`config.mk`:
```
export PLATFORM = sky130hd
export DESIGN_NAME = packet_symbol_packer
export DESIGN_NICKNAME = d
export VERILOG_FILES = /design/src/rtl/packet_symbol_packer_pkg.sv /design/src/rtl/packet_symbol_out_reg.sv /design/src/rtl/packet_symbol_packer.sv
export SDC_FILE = /design/constraint.sdc
export NUM_CORES = 1
export LEC_CHECK = 0
export ABC_AREA = 1
export CAP_MARGIN = 20
export CORE_MARGIN = 5
export CORE_UTILIZATION = 55
export CTS_CLUSTER_DIAMETER = 200
export DETAILED_ROUTE_END_ITERATION = 6
export GPL_ROUTABILITY_DRIVEN = 0
export MAX_ROUTING_LAYER = met4
export PLACE_DENSITY_LB_ADDON = 0.15
export SLEW_MARGIN = 20
export SYNTH_ARGS = -nofsm -noshare
export SYNTH_HDL_FRONTEND = slang
export SYNTH_SLANG_ARGS = --single-unit
```
`constraint.sdc`:
```
create_clock -name clock_clk -period 20.7 [get_ports clock_clk]
set_input_delay 4.14 -clock clock_clk [delete_from_list [all_inputs] [get_ports clock_clk]]
set_output_delay 4.14 -clock clock_clk [all_outputs]
set_load 0.02 [all_outputs]
```
`src/rtl/packet_symbol_packer_pkg.sv`:
```
// Shared definitions for the narrow/wide symbol adapters: ratio derivation,
// packer state encoding and the MSB-first slot placement.
package packet_symbol_packer_pkg;

  typedef enum logic {
    ST_IDLE = 1'b0,
    ST_PACK = 1'b1
  } state_e;

  function automatic int calc_ratio(input int in_w, input int out_w);
    return out_w / in_w;
  endfunction

  function automatic int calc_ew(input int ratio);
    return (ratio < 2) ? 1 : $clog2(ratio);
  endfunction

  // Slot 0 (first symbol on the narrow side) occupies the most-significant slice.
  function automatic int slice_index(input int slot, input int ratio);
    return ratio - 1 - slot;
  endfunction

endpackage

```
`src/rtl/packet_symbol_out_reg.sv`:
```
// Output holding register: one wide word plus framing sideband, held stable
// while the consumer stalls.
module packet_symbol_out_reg #(
  parameter int DW = 256,
  parameter int EW = 3
) (
  input  logic          clock_clk,
  input  logic          reset_reset,
  input  logic          load_i,
  input  logic [DW-1:0] data_i,
  input  logic          sop_i,
  input  logic          eop_i,
  input  logic [EW-1:0] empty_i,
  input  logic          ready_i,
  output logic [DW-1:0] data_o,
  output logic          valid_o,
  output logic          sop_o,
  output logic          eop_o,
  output logic [EW-1:0] empty_o
);

  logic [DW-1:0] data_q;
  logic          valid_q;
  logic          sop_q;
  logic          eop_q;
  logic [EW-1:0] empty_q;

  // NOTE: sequential state is written with non-blocking assignments only.
  always_ff @(posedge clock_clk or posedge reset_reset) begin
    if (reset_reset) begin
      data_q  <= '0;
      valid_q <= 1'b0;
      sop_q   <= 1'b0;
      eop_q   <= 1'b0;
      empty_q <= '0;
    end else if (load_i) begin
      // A load may coincide with the consumer taking the previous word.
      data_q  <= data_i;
      valid_q <= 1'b1;
      sop_q   <= sop_i;
      eop_q   <= eop_i;
      empty_q <= empty_i;
    end else if (ready_i) begin
      valid_q <= 1'b0;
    end
  end

  assign data_o  = data_q;
  assign valid_o = valid_q;
  assign sop_o   = sop_q;
  assign eop_o   = eop_q;
  assign empty_o = empty_q;

endmodule

```
`src/rtl/packet_symbol_packer.sv`:
```
// Narrow-to-wide Avalon-ST packer: gathers RATIO narrow symbols MSB-first
// into one wide word, with sop/eop framing and an empty count on short tails.
module packet_symbol_packer
  import packet_symbol_packer_pkg::*;
#(
  parameter int INPUT_SYMBOL_WIDTH  = 32,
  parameter int OUTPUT_SYMBOL_WIDTH = 256,
  localparam int RATIO = calc_ratio(INPUT_SYMBOL_WIDTH, OUTPUT_SYMBOL_WIDTH),
  localparam int EW    = calc_ew(RATIO)
) (
  input  logic                           clock_clk,
  input  logic                           reset_reset,
  input  logic [INPUT_SYMBOL_WIDTH-1:0]  asi_in0_data,
  input  logic                           asi_in0_valid,
  output logic                           asi_in0_ready,
  input  logic                           asi_in0_startofpacket,
  input  logic                           asi_in0_endofpacket,
  output logic [OUTPUT_SYMBOL_WIDTH-1:0] aso_out0_data,
  output logic                           aso_out0_valid,
  input  logic                           aso_out0_ready,
  output logic                           aso_out0_startofpacket,
  output logic                           aso_out0_endofpacket,
  output logic [EW-1:0]                  aso_out0_empty
);

  typedef logic [RATIO-1:0][INPUT_SYMBOL_WIDTH-1:0] word_t;

  state_e        state_q, state_d;
  logic [EW-1:0] cnt_q, cnt_d;
  logic          first_q, first_d;
  word_t         buf_q, buf_d;

  logic          accept;
  logic          active;
  logic          complete;
  logic [EW-1:0] idx;
  word_t         word;
  logic          word_sop;
  logic [EW-1:0] word_empty;

  assign asi_in0_ready = !aso_out0_valid || aso_out0_ready;
  assign accept        = asi_in0_valid && asi_in0_ready;

  always_ff @(posedge clock_clk or posedge reset_reset) begin
    if (reset_reset) begin
      state_q <= ST_IDLE;
      cnt_q   <= '0;
      first_q <= 1'b0;
      // NOTE: the assembly buffer is plain flops, so it is reset like any other state.
      buf_q   <= '0;
    end else begin
      state_q <= state_d;
      cnt_q   <= cnt_d;
      first_q <= first_d;
      buf_q   <= buf_d;
    end
  end

  always_comb begin
    state_d = state_q;
    if (accept) begin
      if (asi_in0_startofpacket) state_d = ST_PACK;
      if (active && asi_in0_endofpacket) state_d = ST_IDLE;
    end
  end

  // A sop beat always restarts at slot 0, dropping any unfinished word.
  always_comb begin
    // NOTE: every comb output gets a default first so no path infers a latch.
    active     = asi_in0_startofpacket || (state_q == ST_PACK);
    idx        = asi_in0_startofpacket ? '0 : cnt_q;
    complete   = accept && active &&
                 ((idx == EW'(RATIO - 1)) || asi_in0_endofpacket);
    word       = asi_in0_startofpacket ? '0 : buf_q;
    word[EW'(slice_index(int'(idx), RATIO))] = asi_in0_data;
    word_sop   = asi_in0_startofpacket || first_q;
    word_empty = EW'(RATIO - 1) - idx;
    buf_d      = buf_q;
    cnt_d      = cnt_q;
    first_d    = first_q;
    if (accept && active) begin
      if (complete) begin
        buf_d   = '0;
        cnt_d   = '0;
        first_d = 1'b0;
      end else begin
        buf_d   = word;
        cnt_d   = idx + EW'(1);
        first_d = word_sop;
      end
    end
  end

  packet_symbol_out_reg #(
    .DW(OUTPUT_SYMBOL_WIDTH),
    .EW(EW)
  ) u_out_reg (
    .clock_clk   (clock_clk),
    .reset_reset (reset_reset),
    .load_i      (complete),
    .data_i      (word),
    .sop_i       (word_sop),
    .eop_i       (asi_in0_endofpacket),
    .empty_i     (word_empty),
    .ready_i     (aso_out0_ready),
    .data_o      (aso_out0_data),
    .valid_o     (aso_out0_valid),
    .sop_o       (aso_out0_startofpacket),
    .eop_o       (aso_out0_endofpacket),
    .empty_o     (aso_out0_empty)
  );

endmodule

```
Word level (Yosys, flattened, before mapping)
Index checks and enable logic that the tools add are counted.
W data, S select, Z words.
- flip-flop bits (word level): 523
- input bits: 38
- eq/ne operators: 1
- $lt $le $gt $ge: 2
- add/sub/neg operators: 3
- reduce and logical (&&, ||, !) cells: 13
- mux-type cells: 12
- operator list (cell ; count):
    $mux W256 ; 2
    $bwmux W256 ; 1
    $demux W32 S3 ; 1
    $mux W32 ; 1
    $mux W3 ; 2
    $sub A3 B3 Y3 const A ; 2
    $logic_and A1 B1 Y1 ; 5
    $lt A3 B5 Y1 const B ; 1
    $mux W1 ; 5
    $logic_or A1 B1 Y1 ; 4
    $reduce_bool A2 Y1 ; 2
    $add A3 B1 Y3 const B ; 1
    $eq A3 B3 Y1 const B ; 1
    $ge A3 B1 Y1 const B ; 1
    $reduce_and A2 Y1 ; 1
    $logic_not A1 Y1 ; 1

Longest topological paths before layout
- depth after elaboration: 8
- mapped depth: 13
- gate-level depth less buffers: 9

Modules after synthesis
A second synthesis with hierarchy kept.
- cells, all modules: 2949
- area total of the unflattened synthesis: 23034.6 µm²
- by module, submodules not included (module ; seq. area each (µm²) ; instances ; cells an instance ; area an instance (µm²)):
    packet_symbol_packer ; 6531.3 ; 1 ; 1842 ; 13107.6
    packet_symbol_out_reg ; 6556.3 ; 1 ; 1107 ; 9927.0

Least setup slack after synthesis
OpenSTA, ideal clock, no wires.
- path type: input to output
- start point: input aso_out0_ready
- end point: output asi_in0_ready
- path buffers: 0
- data arrival time: 4364 ps
- stages: 2
- required time: 16560 ps
- slack: 12196 ps
- cell sequence: inv_1 -> nand2_1
- word-level cells in the longest chain between the ends: 1
- RTL lines (item ; line ; source):
    start: declaration ; packet_symbol_packer.sv:20 ; input logic aso_out0_ready,
    $logic_or A1 B1 Y1 ; packet_symbol_packer.sv:41 ; assign asi_in0_ready = !aso_out0_valid || aso_out0_ready;
    end: declaration ; packet_symbol_packer.sv:15 ; output logic asi_in0_ready,
No other way between the ends.

Worst setup path after layout
Ends and elaborated chain as after synthesis.

==> impl_metrics.py <==
metrics = {
    "status": {
        "status": "completed",
    },
    "setup_path": {
        "crit_arrival_ns": 5.59,
        "critPathSlowestCell": "clkdlybuf4s50_1",
        "max_stage_delay_ns": 0.71,
        "path_cells": "clkdlybuf4s50_1 > inv_1 > nand2_1 > clkdlybuf4s50_1",
        "cp_max_fo": 4,
        "r2r_start": "cnt_q[2]",
        "crit_top_cell": "clkdlybuf4s50_1",
        "end_kind": "output port",
        "crit_path_start": "aso_out0_ready",
        "startpoint_type": "input pin",
        "cp.required_ns": 16.56,
        "worstSetupPathType": "input pin to output port",
    },
    "timing": {
        "relSlewSlack_pct": 25.0,
        "period_needed_ns": 9.73,
        "timing.final.crit_share_pct": 47.0,
        "setup_viol": 0,
        "finClkSkew_ns": 0.0142,
        "maxSlewViolCount": 0,
        "rsz0062_at_grt": "false",
        "setup-tns-final_ns": 0,
        "hold_viol": 0,
        "worst_pin_slew_ns": 1.13,
        "max_freq_mhz": 103,
    },
    "finish": {
        "drive_gt1_share_pct": 4.27,
        "fin_nets": 3019,
        "n_fill_cell": 3247,
        "multi_input_area_mm2": 0.00733,
        "mostFrequentLayoutCells": "nand2_1 (1233), dfrtp_1 (523), clkdlybuf4s50_1 (299)",
        "regArea_mm2": 0.0131,
        "syn_to_final_growth_pct": 22.5,
        "layout_commonest_cell": "nand2_1",
        "postLayoutCellArea_mm2": 0.0272,
    },
    "global_route": {
        "grt_use_met1_pct": 38.6,
        "globalRouteMet3Util_pct": 6.59,
        "top_usage_layer": "met2",
        "grt_max_degree": 147,
        "grt_overflow": 0,
        "grt_use_met2_pct": 41.2,
        "antenna_found_initial": 2,
        "grtUsageTotal_pct": 28.2,
        "grt_pass1_wl_mm": 98.7,
        "grt_pass1_vias": 18400,
    },
    "cts": {
        "cts_setup_buffers": 0,
        "cts_sinks": 523,
        "path_clk_slew_ns": 0.06,
        "post_cts_resized": 0,
        "cts_buffers": 53,
        "cts_htree_levels": 2,
        "cts_hold_buf": 0,
        "clockBufferDepth": 3,
        "root_buffer": "clkbuf_16",
        "worstSkewPairLatency_ns": 0.59,
        "cts_tree": "yes",
    },
    "yosys": {
        "synth.distinct_cells": 20,
        "ys_seq_elements": 523,
        "synth_area_leader_cell": "dfrtp_1",
        "ys_warn_count": 0,
        "synth_ff_type": "dfrtp_1",
        "synth_nets": 2807,
        "synth_edf_count": 0,
        "synthCells": 2768,
        "synthTopCellsByArea": "dfrtp_1 (59%), nand2_1 (21%), nand3_1 (6.5%)",
        "yosysSeqAreaShare_pct": 59.0,
        "postSynthAreaPerCell_um2": 8.02,
        "synthArstFlopShare_pct": 100,
        "synth_area_mm2": 0.0222,
        "synth_top_area_share_pct": 59.0,
    },
    "die": {
        "fp-row-count": 73,
        "pin_count": 301,
        "start_util_pct": 55.7,
        "coreArea_mm2": 0.0398,
        "die_area_mm2": 0.0445,
        "fp.dieW_um": 211,
        "die_height_um": 211,
    },
    "placed_design": {
        "placed_cell_area_mm2": 0.0253,
        "dp.final_hpwl_mm": 36.9,
        "portBuffers": 300,
    },
    "min_path": {
        "min_path_type": "flip-flop to flip-flop",
        "min_from": "u_out_reg.data_o[110]",
    },
    "pwr": {
        "powerDensity_mw_per_mm2": 80.4,
        "peakVddDrop_mv": 0.0640,
        "p_leak_nw": 14.4,
    },
    "route": {
        "remaining_drc_errors": 0,
        "wl_per_cell_um": 17.3,
        "vias": 18600,
        "routed_wl_mm": 61.3,
        "drtPass1Iterations": 6,
        "drtIter0Drc": 1546,
        "vias_per_cell": 5.25,
        "drtAntennaViolNets": 0,
    },
    "flow_run": {
        "cap_violations": 0,
    },
}
==> cell usage after synthesis, types with 2 or more instances <==
library cell and instances:
buf_1 4, nor2_2 4, inv_1 267, nor2_1 229, nand3_1 289, nand3_2 2
buf_4 18, o21ai_0 7, inv_2 2, nand4_1 33, buf_2 86, dfrtp_1 523
clkbuf_1 63, nand2_1 1235
==> layer usage <==
layer	up-vias	wire, um	part of all wire (%)
met1	8995	25400	41
li1	8784	-	-
met4	0	2630	4.3
met3	138	5720	9.3
met5	-	0	0
met2	715	27500	45
==> final timing paths <==
path,to,slack (ns),cells past startpoint
max,asi_in0_ready,10.97,4
min,u_out_reg.data_o[110],0.48,2
max reg2reg,buf_q[137],15.36,10
min reg2reg,u_out_reg.data_o[110],0.48,2
max in group asynchronous,buf_q[250],14.51,5
min in group asynchronous,u_out_reg.data_o[4],3.91,2
==> logic make-up after synthesis <==
| logic type | count (synthesis) | share of synthesized area [%] |
|---|---|---|
| AOI/OAI and AO/OA | 10 | 0.242 |
| adders and majority gates | 1 | 0.0564 |
| buffers and inverters | 440 | 8.23 |
| DFF | 523 | 59.0 |
| and+or+nand+nor | 1794 | 32.5 |
==> stage by stage <==
step | setup slack, ns | std cells | hold slack, ns | utilization [%] | total power, mW
after floorplan | 1.95 | 2768 | 0.449 | - | 1.15
final | 10.97 | 3549 | 0.475 | 68.3 | 2.19
after detailed placement | 10.98 | 3447 | 0.464 | 63.5 | 1.21
after CTS | 10.96 | 3544 | 0.481 | 68.0 | 2.20
after global routing | 10.92 | 3549 | 0.490 | 68.3 | 2.26
after global placement | 10.99 | 3446 | 0.461 | 63.5 | 1.21
==> flip-flops by register name, indices dropped and copies added (netlist names) <==
register	flops
u_out_reg.sop_o	1
u_out_reg.eop_o	1
cnt_q	3
u_out_reg.valid_o	1
buf_q	256
state_q	1
first_q	1
u_out_reg.data_o	256
u_out_reg.empty_o	3
==> layout make-up <==
type / count / share of cell area (%)
repair buffers: 328 / 12.1
clock buffers: 80 / 5.77
flip-flops and latches: 523 / 48.1
inverters: 269 / 3.75
diodes: 2 / 0.0184
multi-input cells: 1805 / 27.0
clock inverters: 17 / 0.842
well taps: 525 / 2.42
==> report_power, final <==
part | internal, mW | switching (mW) | leakage, nW | total [mW]
combinational | 0.0324 | 0.127 | 6.25 | 0.160
clock | 0.585 | 0.405 | 0.883 | 0.990
sequential | 1.03 | 0.00640 | 7.29 | 1.04
total | 1.65 | 0.538 | 14.4 | 2.19
==> critical path: cells and delay by family <==
| kind | cells | cell delay (ns) |
|---|---|---|
| buffers and inverters | 3 | 1.23 |
| and+or+nand+nor | 1 | 0.21 |
No activity file was read; power rests on OpenSTA's default activity.
